`src/rtl/bcd_pkg.sv`:
```
// Shared types and constants for the digit-serial BCD subtractor.
package bcd_pkg;

    localparam int unsigned BCD_DIGIT_W   = 4;
    localparam int unsigned BCD_BASE      = 10;
    localparam int unsigned BCD_MAX_DIGIT = 9;

    typedef enum logic [1:0] {
        IDLE = 2'd0,
        SUB  = 2'd1,
        NEG  = 2'd2,
        DONE = 2'd3
    } state_t;

    // True when a 4-bit nibble is a legal BCD digit.
    function automatic logic digit_is_bcd(input logic [BCD_DIGIT_W-1:0] d);
        return d <= BCD_DIGIT_W'(BCD_MAX_DIGIT);
    endfunction

endpackage

```
`src/rtl/bcd_digit_sub.sv`:
```
// One BCD digit of subtraction: a - b - borrow_in with decimal wrap.
module bcd_digit_sub
    import bcd_pkg::*;
(
    input  logic [BCD_DIGIT_W-1:0] a,
    input  logic [BCD_DIGIT_W-1:0] b,
    input  logic                   borrow_in,
    output logic [BCD_DIGIT_W-1:0] diff_c,
    output logic                   borrow_out_c
);

    localparam int unsigned TW = BCD_DIGIT_W + 1;

    logic [TW-1:0] t;

    // Signed difference in TW bits; a negative result wraps by adding the base.
    always_comb begin
        t            = TW'(a) - TW'(b) - TW'(borrow_in);
        borrow_out_c = t[TW-1];
        diff_c       = borrow_out_c ? BCD_DIGIT_W'(t + TW'(BCD_BASE)) : t[BCD_DIGIT_W-1:0];
    end

endmodule

```
`src/rtl/bcd_serial_subtractor.sv`:
```
// Digit-serial BCD subtractor producing |A-B| with sign and invalid-digit flag.
module bcd_serial_subtractor
    import bcd_pkg::*;
#(
    parameter int unsigned NDIG = 4
) (
    input  logic                        clk,
    input  logic                        rst_n,
    input  logic                        in_valid,
    output logic                        in_ready,
    input  logic [NDIG*BCD_DIGIT_W-1:0] A,
    input  logic [NDIG*BCD_DIGIT_W-1:0] B,
    output logic                        out_valid,
    input  logic                        out_ready,
    output logic [NDIG*BCD_DIGIT_W-1:0] diff,
    output logic                        neg,
    output logic                        err
);

    localparam int unsigned W     = NDIG * BCD_DIGIT_W;
    localparam int unsigned IDX_W = (NDIG > 1) ? $clog2(NDIG) : 1;
    localparam logic [IDX_W-1:0] LAST_IDX = IDX_W'(NDIG - 1);

    state_t                  state;
    logic [W-1:0]            a_sh;
    logic [W-1:0]            b_sh;
    logic [W-1:0]            r_sh;
    logic [IDX_W-1:0]        idx;
    logic                    borrow;

    logic [BCD_DIGIT_W-1:0]  sub_a_c;
    logic [BCD_DIGIT_W-1:0]  sub_b_c;
    logic [BCD_DIGIT_W-1:0]  sub_diff_c;
    logic                    sub_borrow_c;
    logic [W-1:0]            r_next_c;
    logic                    operands_ok_c;

    // Single digit subtractor shared by the SUB and NEG passes.
    bcd_digit_sub u_digit_sub (
        .a            (sub_a_c),
        .b            (sub_b_c),
        .borrow_in    (borrow),
        .diff_c       (sub_diff_c),
        .borrow_out_c (sub_borrow_c)
    );

    // SUB takes A_i - B_i; NEG takes 0 - R_i to ten's-complement the result.
    always_comb begin
        sub_a_c = a_sh[BCD_DIGIT_W-1:0];
        sub_b_c = b_sh[BCD_DIGIT_W-1:0];
        if (state == NEG) begin
            sub_a_c = '0;
            sub_b_c = r_sh[BCD_DIGIT_W-1:0];
        end
    end

    // Result register shifts right one digit, new digit enters at the top.
    always_comb begin
        r_next_c = r_sh >> BCD_DIGIT_W;
        r_next_c[W-1 -: BCD_DIGIT_W] = sub_diff_c;
    end

    // Flag any non-BCD nibble in the offered operands.
    always_comb begin
        operands_ok_c = 1'b1;
        for (int i = 0; i < int'(NDIG); i++) begin
            if (!digit_is_bcd(A[i*BCD_DIGIT_W +: BCD_DIGIT_W]) ||
                !digit_is_bcd(B[i*BCD_DIGIT_W +: BCD_DIGIT_W])) begin
                operands_ok_c = 1'b0;
            end
        end
    end

    // Control FSM with datapath and registered handshake/result outputs.
    always_ff @(posedge clk or negedge rst_n) begin
        if (!rst_n) begin
            state     <= IDLE;
            a_sh      <= '0;
            b_sh      <= '0;
            r_sh      <= '0;
            idx       <= '0;
            borrow    <= 1'b0;
            in_ready  <= 1'b1;
            out_valid <= 1'b0;
            diff      <= '0;
            neg       <= 1'b0;
            err       <= 1'b0;
        end else begin
            case (state)
                IDLE: begin
                    if (in_valid && in_ready) begin
                        a_sh     <= A;
                        b_sh     <= B;
                        idx      <= '0;
                        borrow   <= 1'b0;
                        in_ready <= 1'b0;
                        if (operands_ok_c) begin
                            state <= SUB;
                        end else begin
                            state <= DONE;
                            diff  <= '0;
                            neg   <= 1'b0;
                            err   <= 1'b1;
                        end
                    end
                end
                SUB: begin
                    r_sh   <= r_next_c;
                    a_sh   <= a_sh >> BCD_DIGIT_W;
                    b_sh   <= b_sh >> BCD_DIGIT_W;
                    borrow <= sub_borrow_c;
                    if (idx == LAST_IDX) begin
                        idx <= '0;
                        if (sub_borrow_c) begin
                            state  <= NEG;
                            borrow <= 1'b0;
                        end else begin
                            state <= DONE;
                            diff  <= r_next_c;
                            neg   <= 1'b0;
                            err   <= 1'b0;
                        end
                    end else begin
                        idx <= idx + IDX_W'(1);
                    end
                end
                NEG: begin
                    r_sh   <= r_next_c;
                    borrow <= sub_borrow_c;
                    if (idx == LAST_IDX) begin
                        idx   <= '0;
                        state <= DONE;
                        diff  <= r_next_c;
                        neg   <= 1'b1;
                        err   <= 1'b0;
                    end else begin
                        idx <= idx + IDX_W'(1);
                    end
                end
                DONE: begin
                    // out_valid rises one cycle after entering DONE.
                    if (out_valid && out_ready) begin
                        state     <= IDLE;
                        out_valid <= 1'b0;
                        in_ready  <= 1'b1;
                    end else begin
                        out_valid <= 1'b1;
                    end
                end
                default: begin
                    state <= IDLE;
                end
            endcase
        end
    end

endmodule

```
`config.mk`:
```
export PLATFORM = sky130hd
export DESIGN_NAME = bcd_serial_subtractor
export DESIGN_NICKNAME = d
export VERILOG_FILES = /design/src/rtl/bcd_pkg.sv /design/src/rtl/bcd_digit_sub.sv /design/src/rtl/bcd_serial_subtractor.sv
export SDC_FILE = /design/constraint.sdc
export NUM_CORES = 1
export LEC_CHECK = 0
export ABC_AREA = 1
export CAP_MARGIN = 10
export CELL_PAD_IN_SITES_DETAIL_PLACEMENT = 1
export CELL_PAD_IN_SITES_GLOBAL_PLACEMENT = 1
export CORE_MARGIN = 2
export CORE_UTILIZATION = 40
export CTS_CLUSTER_SIZE = 25
export DETAILED_ROUTE_END_ITERATION = 8
export PLACE_DENSITY_LB_ADDON = 0.1
export RECOVER_POWER = 25
export SYNTH_ARGS = -nofsm -noshare
export SYNTH_HDL_FRONTEND = slang
export SYNTH_SLANG_ARGS = --single-unit
```
`constraint.sdc`:
```
create_clock -name clk -period 3 [get_ports clk]
set_input_delay 0.45 -clock clk [delete_from_list [all_inputs] [get_ports clk]]
set_output_delay 0.45 -clock clk [all_outputs]
set_load 0.01 [all_outputs]
```
Word level (Yosys, flattened, before mapping). Index checks and enable logic that the tools add are counted.

Register bits: 73. Bits in latches: 0. RAM bits: 0. Bits in read-only memories: 0. Bits of input ports: 36. Output and inout bits: 20. Memories kept: 0.

Add/sub/neg operators: 4. Multiply operators: 0. Divide/modulo/power cells: 0. $lt $le $gt $ge: 8. Equal/unequal tests: 10. Shift-type cells: 0. Muxes and demuxes: 43. Bitwise gates (word level): 0. Reduce and logical (&&, ||, !) cells: 26.

Operators by type and width (number): $mux W16 (7); $pmux W16 S2 (2); $pmux W16 S3 (1); $le A4 B4 Y1 const B (8); $mux W1 (17); $mux W2 (7); $mux W4 (3); $ne A2 B2 Y1 const B (5); $pmux W1 S3 (3); $logic_not A1 Y1 (8); $pmux W2 S4 (1); $eq A2 B2 Y1 const B (3); $reduce_and A2 Y1 (3); $reduce_and A6 Y1 (1); $reduce_bool A2 Y1 (3); $sub A4 B4 Y5 (1); $sub A5 B1 Y5 (1); $add A4 B4 Y4 const B (1); $logic_or A1 B1 Y1 (4); $pmux W2 S2 (1); $reduce_and A4 Y1 (1); $reduce_and A3 Y1 (1); $reduce_bool A3 Y1 (1); $add A2 B1 Y2 const B (1); 6 further kinds (7).

Longest topological paths before layout. Gate-level depths: netlist of the first run.

Depth after elaboration: 10. Depth in mapped cells: 19.

By module. From an unflattened synthesis of the first run, not the netlist that was laid out.

Cell total of the unflattened synthesis: 472. Area total of the unflattened synthesis: 3789.9 um^2.

Modules (own cells, without submodules): bcd_serial_subtractor (times used 1, cells an instance 418, area an instance 3432.0 um^2); bcd_digit_sub (times used 1, cells an instance 54, area an instance 357.8 um^2).

Worst setup path before layout of the first run. Ideal clock, no wire load.

Path kind: reg-to-reg. From: register state[0]. To: register diff[10]. Library setup time: 117 ps. Arrival: 2682 ps. Required time: 2883 ps. Setup slack: 201 ps. Stages on the path, launching flop included: 19. Buffers on the path: 2. Clock period less this slack: 2799 ps. Path through: dfrtp_1 inv_1 ha_1 buf_4 nand2_1 o21ai_0 fa_1 fa_1 inv_1 nand2_2 nand2_2 nand2_2 nand2_2 nand2_4 nand2_4 nand3_2 buf_4 nand2_1 nand2_1.

Word-level cells in the longest chain between the ends: 6. Elaborated cells on any way between the ends: 15. Classes of those cells: add/sub (2); eq/ne (7); mux (3); reduce/logical (3).

Ends and longest elaborated chain: start, declared (RTL line bcd_serial_subtractor.sv:24) `state_t state;`; start signal, assigned (RTL line bcd_serial_subtractor.sv:77) `state <= IDLE;`; start signal, assigned (RTL line bcd_serial_subtractor.sv:98) `state <= SUB;`; start signal, assigned (RTL line bcd_serial_subtractor.sv:100) `state <= DONE;`; $eq A2 B2 Y1 (RTL line bcd_serial_subtractor.sv:51, bcd_serial_subtractor.sv:89); $mux W4 (RTL line bcd_serial_subtractor.sv:51) `if (state == NEG) begin`; $sub A4 B4 Y5 (RTL line bcd_digit_sub.sv:18) `t = TW'(a) - TW'(b) - TW'(borrow_in);`; $sub A5 B1 Y5 (RTL line bcd_digit_sub.sv:18); $ne A2 B2 Y1 (no line); $reduce_and A6 Y1 (no line); end signal, assigned (RTL line bcd_serial_subtractor.sv:119) `diff <= r_next_c;`; end signal, assigned (RTL line bcd_serial_subtractor.sv:133) `diff <= r_next_c;`; end, declared (RTL line bcd_serial_subtractor.sv:15) `output logic [NDIG*BCD_DIGIT_W-1:0] diff,`.

Parallel ways exist; a longest one is shown, timed or not. A chain may end at the register's enable or synchronous reset.

Worst setup path in the final report of the first run.
From: register state[0]. To: register diff[15].

Word-level cells in the longest chain between the ends: 9. Elaborated cells on any way between the ends: 20. Classes of those cells: add/sub (3); eq/ne (7); mux (7); reduce/logical (3).

Ends and longest elaborated chain: $eq A2 B2 Y1 (RTL line bcd_serial_subtractor.sv:51, bcd_serial_subtractor.sv:89); $mux W4 (RTL line bcd_serial_subtractor.sv:51); $sub A4 B4 Y5 (RTL line bcd_digit_sub.sv:18); $sub A5 B1 Y5 (RTL line bcd_digit_sub.sv:18); $add A4 B4 Y4 (RTL line bcd_digit_sub.sv:20) `diff_c = borrow_out_c ? BCD_DIGIT_W'(t + TW'(BCD_BASE)) : t[BCD_DIGIT_W-1:0];`; $mux W4 (RTL line bcd_digit_sub.sv:20); $mux W16 (RTL line bcd_serial_subtractor.sv:114) `if (sub_borrow_c) begin`; $mux W16 (RTL line bcd_serial_subtractor.sv:112) `if (idx == LAST_IDX) begin`; $pmux W16 S3 (RTL line bcd_serial_subtractor.sv:89) `case (state)`.

Parallel ways exist; a longest one is shown, timed or not. The select of a mux whose other input is x is not followed.

==> flow_metrics.tcl, run 1 <==
set metrics [dict create \
    outcome "finished, violations left" \
    violations "max-capacitance violations, max-slew violations" \
    syn-num-nets 506 \
    vdd_ir_drop_max_uv 495 \
    start_util_pct 41.3 \
    async_flop_share_pct 100 \
    port_buffers 55 \
    avgSynthCellArea_um2 7.91 \
    startpoint_type "flop" \
    antenna_left 0 \
    synth-seq-cells 73 \
    hold_start "diff[4]$_DFFE_PN0P_" \
    clock_path_buffers 2 \
    worstPathRequired_ps 3230 \
    register_area_um2 1830 \
    synthFlopType "dfrtp_1" \
    dr.pass1.iters 3 \
    leakagePower_nw 2.29 \
    yosys_warnings 0 \
    synth_area_leaders "dfrtp_1 50%, nand2_1 19%, inv_1 5.1%" \
    setup_viol_count_final 0 \
    place_ws_ps -97.3 \
    track_usage_pct 19.2 \
    die-area_um2 9830 \
    r2r-start "state[0]$_DFFE_PN0P_" \
    cap_viol_max_count 1 \
    htreeDepth 3 \
    setup_ws_ps 208 \
    fill_cells 1075 \
    synth_top_area_share_pct 49.8 \
    switching_share_pct 47.1 \
    intPower_mw 3.26 \
    final_hold_viol_count 0 \
    grt_pass1_wl_um 15100 \
    hold_end "diff[4]$_DFFE_PN0P_" \
    holdCritPathClass "reg -> reg" \
    fin_setup_tns_ps 0 \
    p_seq_share_pct 27.8 \
    rrSetupSlack_ps 210 \
    clk_latency_ps 350 \
    place.gp.congestion 0.822 \
    ys_types 25 \
    skew_ps 12.4 \
    cts.sinks 73 \
    arrival_ps 3030 \
    worst_pin_slew_ps 1960 \
    die_height_um 99.1 \
    hold_depth 2 \
    viasPerCell 4.85 \
    route.detailed.drc 0 \
    fp-row-count 34 \
    yosysTopAreaCell "dfrtp_1" \
    nets 565 \
    clkPwrFrac_pct 12.5 \
    drive_gt1_share_pct 8.62 \
    ios 56 \
    ys_seq_area_share_pct 50.5 \
    fin_crit_sh_pct 93.1 \
    relSlewSlack_pct -30.6 \
    final_core_util_pct 51.5 \
    cts_made_buffers 9 \
    fmax_mhz 358 \
    slew_violations 36 \
    netlist_area_um2 3620 \
    wl_per_cell_um 13.6 \
    holdBufCountCts 0 \
    synth_edf_count 0 \
    num_vias 3053 \
    p_comb_share_pct 59.7 \
    grt_pass1_vias 3269 \
    finalWorstPathRequiredPeriod_ps 2790 \
    r2r_cells 17 \
    coreArea_um2 8760 \
    die_w_um 99.1 \
    power.switching_mw 2.90 \
    drt_iter0_markers 72 \
    worstSetupEndpointType "flop" \
    r2r-end "diff[15]$_DFFE_PN0P_" \
    path_clk_slew_ps 80 \
    cts_tree "built" \
    drt-total-wl_um 8550 \
    synthCells 458 \
    power.density_nw_per_um2 1370 \
    grt_antenna_before_repair 0 \
    critical_path_class "reg -> reg" \
    root_buffer "clkbuf_8" \
    cp_max_fo 18 \
    grt_overflow 0 \
    area_growth_pct 24.7 \
    multi_input_area_um2 1520 \
    grt_max_degree 57 \
    dp_hpwl_um 6340 \
    diodes 0 \
]
## sequential cells by signal (all words and copies together), names as in the netlist
signal     cells
a_sh          16
b_sh          16
borrow         1
diff          16
err            1
idx            2
in_ready       1
neg            1
out_valid      1
r_sh          16
state          2
## synth_stat cells, drive strengths merged, types with 2 or more instances
cell type    n
fa           2
dfrtp       72
nand4        2
o21ai       23
nor2        42
o22ai        6
a31oi       24
inv         52
nand3       10
a21oi        6
buf         12
ha          10
clkbuf       6
nand2      188
## power groups by stage
stage	Sequential [mW]	Combinational, mW	Clock (mW)
4_1_cts	1.72	3.71	0.793
5_1_grt	1.77	4.31	0.825
6_report	1.71	3.68	0.772
2_1_floorplan	1.72	2.63	0
3_3_place_gp	1.72	3.45	0
3_5_place_dp	1.74	3.58	0
## metrics by stage
step / cells / hold slack, ps / cell area (um^2) / power [mW]
final: 630 / 473 / 4520 / 6.17
after global routing: 630 / 501 / 4520 / 6.91
after CTS: 628 / 228 / 4500 / 6.22
after detailed placement: 611 / 458 / 4280 / 5.31
after global placement: 611 / 455 / 4280 / 5.16
after floorplan: 458 / 154 / 3620 / 4.35
## area by class of cell
cell class                      instances  share of cell area (%)
Clock inverter                          5                    1.22
Clock buffer                           11                    3.13
Timing Repair Buffer                   66                    14.2
Tap cell                              108                    2.99
Sequential cell                        73                    40.5
Inverter                               53                    4.40
Multi-Input combinational cell        314                    33.6
## worst max path at each step
stage                         start                    to  slack, ps  cells after the start
2_1_floorplan  state[0]$_DFFE_PN0P_  diff[10]$_DFFE_PN0P_        200                     18
3_3_place_gp   state[0]$_DFFE_PN0P_   diff[0]$_DFFE_PN0P_         50                     16
3_5_place_dp   state[0]$_DFFE_PN0P_  diff[15]$_DFFE_PN0P_       -100                     16
4_1_cts        state[0]$_DFFE_PN0P_  diff[15]$_DFFE_PN0P_         70                     15
5_1_grt        state[0]$_DFFE_PN0P_  diff[15]$_DFFE_PN0P_        -20                     17
6_report       state[0]$_DFFE_PN0P_  diff[15]$_DFFE_PN0P_        210                     17
## cells by family after synthesis
group	after synthesis	synth area share, %
and+or+nand+nor	242	27.0
DFF	73	50.5
buffers and inverters	71	8.33
AOI/OAI and AO/OA	60	9.61
adders and majority gates	12	4.56
## placed cells by master, fill, tap and decap left out, drive strengths merged
cell type	Yosys	final
bufinv	0	1
ha	10	10
a21oi	6	6
a31oi	24	24
inv	52	52
clkdlybuf4s50	0	54
o22ai	6	6
clkbuf	6	13
o21ai	23	23
nand4	2	2
dfrtp	72	72
dfstp	1	1
buf	12	10
nand2	188	188
clkinvlp	0	2
nand3	10	10
o21a	1	1
nor2	42	42
fa	2	2
clkinv	1	3
## routing by layer
metal	routed length (um)	GRT usage, %	part of all wire [%]	vias up
met5	0	0	0	-
met4	208	7.59	2.4	0
met3	274	3.09	3.2	15
met2	4350	34.4	51	49
met1	3730	23.1	44	1442
li1	-	-	-	1547
## worst max-delay path, stage by stage, from the launching register on
cell and delay (ps):
dfrtp_1 410, inv_1 110, ha_4 200, nand2_1 70, o21ai_0 120, fa_2 400, fa_1 430, inv_1 80
nand2_2 50, nand2_2 80, nand3_1 110, nand2_4 140, nand2_4 70, nand2_4 70, nor2_4 40, buf_12 150
nand2_1 80, nand2_1 50
## what timing repair did
action                                  4_1_cts  5_1_grt
buffers inserted                              1        2
pin swaps                                     1        0
gates resized for setup                       1        3
endpoints found under the setup margin       18       19
Power figures use the tool's default switching activity.
==> run 2, diff against run 1 <==
Settings changed: CTS_BUF_LIST set to sky130_fd_sc_hd__clkbuf_16.
==> run 2 against run 1 <==
The run still ends with max-capacitance violations, max-slew violations left. Clock skew down 4.8 ps. Maximum frequency up 0.75%. Sequential share of layout area down 0.93 points. Setup slack better by 21 ps. Non-clock buffer count unchanged. Clock-buffer cell count down 2. Clock power up 33%. First-iteration DRC count down 25%. Highest routed layer unchanged.
==> flow_metrics.tcl, run 2 (synthesis results as in run 1) <==
set metrics [dict create \
    fin_crit_sh_pct 92.4 \
    dr.pass1.iters 4 \
    path_clk_slew_ps 60 \
    die_w_um 99.1 \
    drt-total-wl_um 8700 \
    worstSetupEndpointType "flop" \
    track_usage_pct 19.5 \
    fmax_mhz 361 \
    drt_iter0_markers 54 \
    fp-row-count 34 \
    cp_max_fo 18 \
    clk_latency_ps 330 \
    port_buffers 55 \
    place.gp.congestion 0.822 \
    nets 565 \
    holdBufCountCts 0 \
    switching_share_pct 45.8 \
    outcome "finished, violations left" \
    finalWorstPathRequiredPeriod_ps 2770 \
    antenna_left 0 \
    critical_path_class "reg -> reg" \
    root_buffer "clkbuf_16" \
    grt_pass1_vias 3260 \
    clkPwrFrac_pct 16.0 \
    whs_ps 468 \
    area_growth_pct 27.7 \
    diodes 0 \
    grt_antenna_before_repair 0 \
    intPower_mw 3.50 \
    wl_per_cell_um 13.8 \
    skew_ps 7.65 \
    rrSetupSlack_ps 230 \
    final_cell_mix "181 x nand2_1, 72 x dfrtp_1, 54 x clkdlybuf4s50_1, 50 x inv_1, 40 x nor2_1" \
    arrival_ps 2980 \
    final_common_cell "nand2_1" \
    final_hold_viol_count 0 \
    num_vias 3080 \
    clock_path_buffers 2 \
    cts_made_buffers 9 \
    die-area_um2 9830 \
    grt_max_degree 57 \
    cts_tree "built" \
    slew_violations 35 \
    htreeDepth 3 \
    dp_hpwl_um 6340 \
    ios 56 \
    worstPathRequired_ps 3210 \
    power.switching_mw 2.96 \
    worst_pin_slew_ps 2050 \
    coreArea_um2 8760 \
    grt_pass1_wl_um 15300 \
    relSlewSlack_pct -36.7 \
    grt_overflow 0 \
    cts.sinks 73 \
    p_comb_share_pct 57.5 \
    route.detailed.drc 0 \
    violations "max-capacitance violations, max-slew violations" \
    start_util_pct 41.3 \
    setup_viol_count_final 0 \
    p_seq_share_pct 26.6 \
    cap_viol_max_count 1 \
    finalPower_mw 6.46 \
    die_height_um 99.1 \
    power.density_nw_per_um2 1400 \
    viasPerCell 4.89 \
    drive_gt1_share_pct 8.43 \
    leakagePower_nw 2.34 \
    holdCritPathClass "reg -> reg" \
    startpoint_type "flop" \
    vdd_ir_drop_max_uv 562 \
]
## run 2: cell count changes in the layout (fill, tap and decap cells not counted)
cell / delta
buf_12: +1
clkbuf_1: -1
clkbuf_16: +9
clkbuf_2: -1
clkbuf_8: -10
clkinv_1: +1
inv_1: +1
## run 2: metal layers
layer  track usage, %  share of wire (%)  vias up
met4             7.38                2.0        0
met1             23.5                 43     1459
met2             34.9                 52       60
met3             3.16                3.5       14
li1                 -                  -     1547
met5                0                  0        -
## run 2: path summary, 6_finish.rpt
check / cells past startpoint / to / start
min reg2reg: 2 / diff[4]$_DFFE_PN0P_ / diff[4]$_DFFE_PN0P_
min in group asynchronous: 1 / err$_DFFE_PN0P_ / rst_n
max reg2reg: 17 / diff[15]$_DFFE_PN0P_ / state[0]$_DFFE_PN0P_
max in group asynchronous: 1 / a_sh[2]$_DFFE_PN0P_ / rst_n
min: 2 / diff[4]$_DFFE_PN0P_ / diff[4]$_DFFE_PN0P_
max: 17 / diff[15]$_DFFE_PN0P_ / state[0]$_DFFE_PN0P_
## run 2: cell type report
type	instances	area [um^2]
fillers	1056	4140
flip-flops and latches	73	1830
multi-input cells	314	1520
repair buffers	66	656
clock buffers	9	225
inverters	53	199
well taps	108	135
clock inverters	7	62.6
## run 2: critical path, cell delays in order, from the launching register on
cell and delay [ps]:
dfrtp_1 400, inv_1 110, ha_4 200, nand2_1 60, o21ai_0 120, fa_2 400
fa_1 430, inv_1 80, nand2_2 50, nand2_2 80, nand3_1 120, nand2_4 140
nand2_4 70, nand2_4 70, nor2_4 40, buf_12 150, nand2_1 70, nand2_1 50
## run 2: stage by stage
step	setup WS, ps	instances	cell area, um^2	utilization, %	setup TNS [ps]
final	229	630	4620	52.8	0
after global routing	-10.3	630	4620	52.8	-14.0
after CTS	79.3	628	4590	52.4	0
after detailed placement	-97.3	611	4280	48.9	-1320
after global placement	52.4	611	4280	48.9	0
after floorplan	201	458	3620	-	0
## run 2: repair_timing
| item | 4_1_cts | 5_1_grt |
|---|---|---|
| pin swaps | 1 | 0 |
| setup endpoints to repair | 18 | 19 |
| gates cloned | 0 | 0 |
| resized for setup | 1 | 3 |
| buffers inserted | 1 | 2 |
## run 2: power by group through the flow
stage          sequential, mW  combinational, mW  clock (mW)
4_1_cts                  1.72               3.74        1.06
2_1_floorplan            1.72               2.63           0
3_3_place_gp             1.72               3.45           0
5_1_grt                  1.78               4.34        1.09
3_5_place_dp             1.74               3.58           0
6_report                 1.72               3.71        1.03
==> run 3, diff against run 2 <==
Settings changed: CAP_MARGIN 10 to unset.
==> results of run 3 <==
The final DEF is identical to that of run 2; final timing and power are the same.
